===== src/rtl/alu_rs.sv =====
// ---------------------------------------------------------------------------
// alu_rs : reservation station feeding the integer ALU.
//
// Holds issued integer/branch/JALR ops until both operands are available,
// captures operand values from the ALU and LSB result broadcasts, and sends
// the lowest-index ready op to the ALU each cycle over registered outputs.
//
// Ports
//   clk, rst            clock; synchronous active-low reset
//   rdy                 global enable (0 = stall, alu_mission forced low)
//   rob_clear           mispredict flush: empties the station
//   issue_*             one op from the decoder per cycle
//   rs_full             no free entry (combinational from occupancy)
//   cdb_alu_*/cdb_lsb_* result broadcasts used for wakeup and issue bypass
//   alu_mission         registered: op presented to the ALU this cycle
//   alu_op_type/alu_rs1/alu_rs2/alu_rob_dest  registered op payload
// ---------------------------------------------------------------------------
module alu_rs #(
   parameter int RS_SIZE   = 8,
   parameter int ROB_IDX_W = 4,
   parameter int DATA_W    = 32,
   parameter int OP_W      = 6
) (
   input  logic                 clk,
   input  logic                 rst,
   input  logic                 rdy,
   input  logic                 rob_clear,
   input  logic                 issue_valid,
   input  logic [OP_W-1:0]      issue_op_type,
   input  logic [DATA_W-1:0]    issue_vj,
   input  logic [DATA_W-1:0]    issue_vk,
   input  logic [ROB_IDX_W-1:0] issue_qj,
   input  logic [ROB_IDX_W-1:0] issue_qk,
   input  logic                 issue_qj_busy,
   input  logic                 issue_qk_busy,
   input  logic [ROB_IDX_W-1:0] issue_dest,
   output logic                 rs_full,
   input  logic                 cdb_alu_valid,
   input  logic [ROB_IDX_W-1:0] cdb_alu_dest,
   input  logic [DATA_W-1:0]    cdb_alu_val,
   input  logic                 cdb_lsb_valid,
   input  logic [ROB_IDX_W-1:0] cdb_lsb_dest,
   input  logic [DATA_W-1:0]    cdb_lsb_val,
   output logic                 alu_mission,
   output logic [OP_W-1:0]      alu_op_type,
   output logic [DATA_W-1:0]    alu_rs1,
   output logic [DATA_W-1:0]    alu_rs2,
   output logic [ROB_IDX_W-1:0] alu_rob_dest
);

   localparam int IDX_W = $clog2(RS_SIZE);

   logic [RS_SIZE-1:0]   ent_valid;
   logic [RS_SIZE-1:0]   ent_jbusy;
   logic [RS_SIZE-1:0]   ent_kbusy;
   logic [OP_W-1:0]      ent_op   [RS_SIZE];
   logic [DATA_W-1:0]    ent_vj   [RS_SIZE];
   logic [DATA_W-1:0]    ent_vk   [RS_SIZE];
   logic [ROB_IDX_W-1:0] ent_qj   [RS_SIZE];
   logic [ROB_IDX_W-1:0] ent_qk   [RS_SIZE];
   logic [ROB_IDX_W-1:0] ent_dest [RS_SIZE];

   logic [RS_SIZE-1:0]   ent_ready;
   logic [IDX_W-1:0]     free_idx;
   logic [IDX_W-1:0]     disp_idx;
   logic                 disp_found;
   logic                 iss_take;
   logic                 advance;

   logic                 iss_j_alu, iss_j_lsb, iss_k_alu, iss_k_lsb;
   logic                 iss_jbusy, iss_kbusy;
   logic [DATA_W-1:0]    iss_vj, iss_vk;

   // Stage p0: select free slot and dispatch candidate from current entry state
   assign ent_ready = ent_valid & ~ent_jbusy & ~ent_kbusy;
   assign rs_full   = &ent_valid;
   assign advance   = rst & ~rob_clear & rdy;
   assign iss_take  = issue_valid & ~rs_full;

   // Descending scan so the lowest matching index is the last one written.
   always_comb begin
      free_idx   = '0;
      disp_idx   = '0;
      disp_found = 1'b0;
      for (int i = RS_SIZE - 1; i >= 0; i--) begin
         if (!ent_valid[i]) begin
            free_idx = IDX_W'(i);
         end
         if (ent_ready[i]) begin
            disp_idx   = IDX_W'(i);
            disp_found = 1'b1;
         end
      end
   end

   // A broadcast in the issue cycle would otherwise be missed, so the new
   // entry captures it directly; the ALU bus wins if both buses carry the tag.
   assign iss_j_alu = issue_qj_busy & cdb_alu_valid & (cdb_alu_dest == issue_qj);
   assign iss_j_lsb = issue_qj_busy & cdb_lsb_valid & (cdb_lsb_dest == issue_qj);
   assign iss_k_alu = issue_qk_busy & cdb_alu_valid & (cdb_alu_dest == issue_qk);
   assign iss_k_lsb = issue_qk_busy & cdb_lsb_valid & (cdb_lsb_dest == issue_qk);
   assign iss_jbusy = issue_qj_busy & ~iss_j_alu & ~iss_j_lsb;
   assign iss_kbusy = issue_qk_busy & ~iss_k_alu & ~iss_k_lsb;
   assign iss_vj    = iss_j_alu ? cdb_alu_val : (iss_j_lsb ? cdb_lsb_val : issue_vj);
   assign iss_vk    = iss_k_alu ? cdb_alu_val : (iss_k_lsb ? cdb_lsb_val : issue_vk);

   // Stage p1: entry payload (wakeup and issue write); occupancy lives in ent_valid
   always_ff @(posedge clk) begin
      if (advance) begin
         for (int i = 0; i < RS_SIZE; i++) begin
            if (ent_valid[i] && ent_jbusy[i]) begin
               if (cdb_alu_valid && cdb_alu_dest == ent_qj[i]) begin
                  ent_vj[i]    <= cdb_alu_val;
                  ent_jbusy[i] <= 1'b0;
               end else if (cdb_lsb_valid && cdb_lsb_dest == ent_qj[i]) begin
                  ent_vj[i]    <= cdb_lsb_val;
                  ent_jbusy[i] <= 1'b0;
               end
            end
            if (ent_valid[i] && ent_kbusy[i]) begin
               if (cdb_alu_valid && cdb_alu_dest == ent_qk[i]) begin
                  ent_vk[i]    <= cdb_alu_val;
                  ent_kbusy[i] <= 1'b0;
               end else if (cdb_lsb_valid && cdb_lsb_dest == ent_qk[i]) begin
                  ent_vk[i]    <= cdb_lsb_val;
                  ent_kbusy[i] <= 1'b0;
               end
            end
         end
         // free_idx is never a valid entry, so this never collides with wakeup.
         if (iss_take) begin
            ent_op[free_idx]    <= issue_op_type;
            ent_vj[free_idx]    <= iss_vj;
            ent_vk[free_idx]    <= iss_vk;
            ent_qj[free_idx]    <= issue_qj;
            ent_qk[free_idx]    <= issue_qk;
            ent_jbusy[free_idx] <= iss_jbusy;
            ent_kbusy[free_idx] <= iss_kbusy;
            ent_dest[free_idx]  <= issue_dest;
         end
      end
   end

   // Stage p1: occupancy and registered dispatch to the ALU
   always_ff @(posedge clk) begin
      if (!rst) begin
         ent_valid    <= '0;
         alu_mission  <= 1'b0;
         alu_op_type  <= '0;
         alu_rs1      <= '0;
         alu_rs2      <= '0;
         alu_rob_dest <= '0;
      end else if (rob_clear) begin
         ent_valid   <= '0;
         alu_mission <= 1'b0;
      end else if (!rdy) begin
         alu_mission <= 1'b0;
      end else begin
         alu_mission <= disp_found;
         if (disp_found) begin
            alu_op_type         <= ent_op[disp_idx];
            alu_rs1             <= ent_vj[disp_idx];
            alu_rs2             <= ent_vk[disp_idx];
            alu_rob_dest        <= ent_dest[disp_idx];
            ent_valid[disp_idx] <= 1'b0;
         end
         // Slot freed by this dispatch is still counted occupied here, so
         // free_idx can never equal disp_idx.
         if (iss_take) begin
            ent_valid[free_idx] <= 1'b1;
         end
      end
   end

endmodule


===== config.mk =====
export PLATFORM = sky130hd
export DESIGN_NAME = alu_rs
export DESIGN_NICKNAME = d
export VERILOG_FILES = /design/src/rtl/alu_rs.sv
export SDC_FILE = /design/constraint.sdc
export NUM_CORES = 2
export LEC_CHECK = 0
export CAP_MARGIN = 20
export CORE_MARGIN = 2
export CORE_UTILIZATION = 53
export DETAILED_ROUTE_END_ITERATION = 7
export PLACE_DENSITY = 0.72
export SLEW_MARGIN = 10
export SYNTH_ARGS = -nofsm -noshare
export SYNTH_HDL_FRONTEND = slang
export SYNTH_SLANG_ARGS = --single-unit

===== constraint.sdc =====
create_clock -name clk -period 5.9 [get_ports clk]
set_input_delay 0.885 -clock clk [delete_from_list [all_inputs] [get_ports clk]]
set_output_delay 0.885 -clock clk [all_outputs]
set_load 0.05 [all_outputs]

Yosys cells after proc, flatten, opt, wreduce, memory -nomap -nowiden
Memory sizes are Yosys's and may differ from the RTL's. A register that Yosys moved wholly into a read port is not among the register bits.
Cells that the tools add are included.

operators by class
  bitwise logic cells = 46
  reductions and logical operators = 58
  $add $sub $neg = 0
  $mul = 0
  order comparisons = 4
  eq/ne operators = 36
  shift operators = 0
  divide/modulo/power cells = 0
  mux-type cells = 268

operator list
  operator            count
  $mux 32             20
  $mux 1              221
  $eq 4x4->1          36
  $mux 8              7
  $logic_and 1x1->1   50
  $mux 3              16
  $and 8x8->8         3
  $not 8->8           3
  $bwmux 8            2
  $or 1x1->1          16
  $and 1x1->1         15
  $lt 3x4->1 const B  2
  $not 1->1           8
  $or 8x8->8          1
  $reduce_and 8->1    1
  $demux 1 s3         2
  $ge 3x1->1 const B  2
  $logic_not 1->1     4
  $reduce_and 3->1    1
  $reduce_or 3->1     1
  $reduce_or 2->1     1

storage, ports and cells
  RAM bits = 656
  logic and storage cells = 422
  output and inout port bits = 76
  memory bits (read-only) = 0
  latch bits = 0
  flip-flop bits (word level) = 25
  memories = 6

memories
  name      depth  width  read ports  clocked after memory_dff  write ports  RTL line  RTL
  ent_vj    8      32     1           1                         9            57        logic [DATA_W-1:0] ent_vj [RS_SIZE];
  ent_vk    8      32     1           1                         9            58        logic [DATA_W-1:0] ent_vk [RS_SIZE];
  ent_op    8      6      1           1                         1            56        logic [OP_W-1:0] ent_op [RS_SIZE];
  ent_dest  8      4      1           1                         1            61        logic [ROB_IDX_W-1:0] ent_dest [RS_SIZE];
  ent_qj    8      4      8           0                         1            59        logic [ROB_IDX_W-1:0] ent_qj [RS_SIZE];
  ent_qk    8      4      8           0                         1            60        logic [ROB_IDX_W-1:0] ent_qk [RS_SIZE];

Logic depth before layout (Yosys ltp)
  word-level depth = 23
  gate-level depth with buffers = 10

Least setup slack after synthesis
OpenSTA, ideal clock, no wires.

  kind = input port to flip-flop
  start = input cdb_lsb_dest[0]
  end = memory ent_vk[6][0] (enable)
  arrival time = 3697 ps
  data required time = 5468 ps
  path buffers = 2
  stages = 7
  slack = 1771 ps
  cells stage by stage = buf_4 > buf_4 > a222oi_1 > nor4b_1 > nor2b_1 > nand3b_1 > a21oi_1

RTL lines
  element      RTL line  RTL
  from (decl)  42        input logic [ROB_IDX_W-1:0] cdb_lsb_dest,
  to (decl)    58

==> summary.md <==
| Metric | Value |
|---|---|
| Setup bufs post-CTS | 0 |
| # DRC | 0 |
| Cell Rows | 105 |
| Maxcap violations | 0 |
| Gate Count Post-Synth | 3287 |
| Largest net degree at the start of global routing | 153 |
| Worst-path clk slew | 0.06 ns |
| Per-cell routed wire length | 32.3 µm |
| YS warnings | 0 |
| Final hold slack | 0.463 ns |
| Die ar. | 84900 µm² |
| Die height | 291 µm |
| Worst-case clock buffer depth | 3 |
| Top Ports | 239 |
| Clk sinks | 755 |
| RSZ-0062 raised after global routing | no |
| Final min period | 4.14 ns |
| Core area | 82000 µm² |
| Fin. Hold Viols | 0 |
| Post-route cell area | 49500 µm² |
| Clock Latency Late Sink | 0.65 ns |
| First-pass GRT wire length | 211000 µm |
| Post-synthesis sequential area ratio | 0.499 |
| Distinct cells, synth | 72 |
| Die W | 291 µm |
| Crit path launch type | input port |
| R2R setup slack | 2.22 ns |
| Hold_buf cts | 0 |
| Most common cell after layout, fill and taps aside | mux2i_1 |
| Vias per cell | 6.96 |
| Number of CTS-inserted buffers | 82 |
| DP HPWL | 80700 µm |
| Initial antenna violation count | 2 |
| Largest family of logic cells by synthesized area | multiplexers |
| Critical Path RT | 6.27 ns |
| Post_cts resized | 0 |
| Final WL | 144000 µm |
| Arrival @ worst endpoint | 4.50 ns |
| # port buffers | 238 |
| Area growth, synth to finish | 13.2% |
| Mux contribution to synthesized area | 0.288 |
| Pre-CTS WS | 1.13 ns |
| Cell area after synthesis | 43800 µm² |
| Reg2reg start | ent_valid[0] |
| GPL Wtd Cong | 0.867 |
| Slew headroom | 0.201 |
| Setup WS post-layout | 1.76 ns |
| CTS tree | yes |
| Vias in the first global route | 32200 |
| Synth Register Bits | 755 |
| Post-Synth XOR/XNOR Area | 0.0258 |
| Crit end category | flip-flop |
| Root buffer cell | clkbuf_16 |
| Simple-Gate Fraction of Synth Area | 0.0424 |
| Main synth FF type | edfxtp_1 |
| Final Skew | 0.0334 ns |
| Crit share post-route | 0.701 |
| Tot Pwr | 12.1 mW |
| Critical path class | input port to flip-flop |
| Net count after synthesis | 3450 |
| Placed cells | 4294 |
| Fin cells | 4446 |
| Routed via count | 30900 |
| Status | finished, final reports clean |
| Hold WC Path Type | flip-flop to flip-flop |
| Post-DRT Antenna Nets | 0 |
| Post-synth EDFFs | 672 |
| Critical path launch point | cdb_lsb_dest[3] |
| Grt ovf | 0 |
| VDD IR-drop max | 0.000203 V |
| Fraction of registers with async set/reset | 0 |
| Initial Utilization | 0.534 |
| Setup TNS | 0 ns |
| Worst-Margin Slew | 1.20 ns |
| F_max | 0.242 GHz |
| Synth Area in Compound Gates | 0.0940 |
| GRT Total Usage | 0.333 |
| DR iter-0 viols | 3606 |
| P_leak | 21.5 nW |
| Hold_sp | alu_rs1[4] |
| Syn Area/Cell | 13.3 µm² |
| Post-Place Cell Area | 46800 µm² |
| Layout cell share with drive strength beyond 1 | 0.144 |
| # H-tree levels | 3 |
| Final core utilization | 0.604 |
| Final setup viols | 0 |
| Number of fill cells | 6310 |
| PD cells | 244 nW/µm² |
| Worst-path fanout max | 18 |
| Max-slew violations | 0 |
| Final Net Count | 3472 |
| Most frequent cells in the layout | 1028 x mux2i_1, 672 x edfxtp_1, 252 x a221oi_1 |
| Drt pass-1 iters | 5 |
| Adder-cell share of the synthesized area | 0 |
| Ant diodes | 0 |
[routing by layer]
metal	up-vias	share of wire	GRT usage
li1	13000	-	-
met1	15800	0.38	0.433
met2	1813	0.48	0.553
met3	372	0.091	0.0498
met4	0	0.045	0.151
met5	-	0	0
[where the power goes]
group	internal, mW	switching, mW
clock	3.09	2.22
combinational	0.386	0.532
sequential	5.83	0.00909
total	9.30	2.76
[worst max-delay path: stages]
cell,delay (ns)
clkdlybuf4s50_1,1.05
xnor2_1,0.19
o2111a_1,0.22
nand3_2,0.63
buf_4,0.54
mux2_2,0.35
mux2i_2,0.40
mux2i_1,0.16
[cell families after synthesis]
kind of cell | count (synthesis)
xor+xnor | 129
mux | 1158
simple gates | 355
buf+inv | 435
flops | 755
compound gates | 455
[final cells by class]
| cell class | count | area (µm²) | share of cell area |
|---|---|---|---|
| clock buffer | 106 | 2280 | 0.0459 |
| clock inverter | 45 | 477 | 0.00962 |
| inverter | 21 | 78.8 | 0.00159 |
| multi-input combinational | 2097 | 20000 | 0.405 |
| sequential | 755 | 21800 | 0.441 |
| tap | 1070 | 1340 | 0.0270 |
| timing repair buffer | 352 | 3480 | 0.0703 |
[cell usage after synthesis (5+ instances only)]
master    number  area (µm²)
nand2b_1       5        31.3
clkbuf_1     168         631
nor2_1        16        60.1
mux2_4        48         721
a221oi_2      40         601
xor2_1        94         823
dfxtp_1       83        1660
nand3_1       46         230
nand2_1       62         233
mux2_2        18         203
buf_6         37         417
buf_1         54         203
buf_2        113         566
xnor2_1       35         307
mux2i_1     1028       10300
nor3_1       164         821
o21ai_0       13        65.1
buf_4         41         308
edfxtp_1     672       20200
a31o_2         9        78.8
a211o_1       73         639
o211ai_1       5        37.5
a21oi_1       16        80.1
nor4_1        15        93.8
or3b_1         5        43.8
o21bai_1       7        52.6
mux2i_4       60        1350
or4b_1         9        90.1
inv_1         18        67.6
o22ai_1        5        31.3
a221oi_1     252        2210
[registers in the layout, indices dropped and copies added (netlist names)]
signal / cells
ent_qj: 32
ent_valid: 8
ent_vj: 256
ent_qk: 32
alu_op_type: 6
alu_rs2: 32
ent_op: 48
ent_dest: 32
ent_jbusy: 8
ent_vk: 256
alu_rs1: 32
ent_kbusy: 8
alu_rob_dest: 4
alu_mission: 1
[worst paths after layout]
kind                        end  cells past startpoint
setup reg to reg   ent_op[5][1]                      8
setup / recovery  ent_vk[0][17]                      8
hold reg to reg      alu_rs1[4]                      1
hold / removal       alu_rs1[4]                      1
Note: power is estimated with default switching activity, not from simulation.
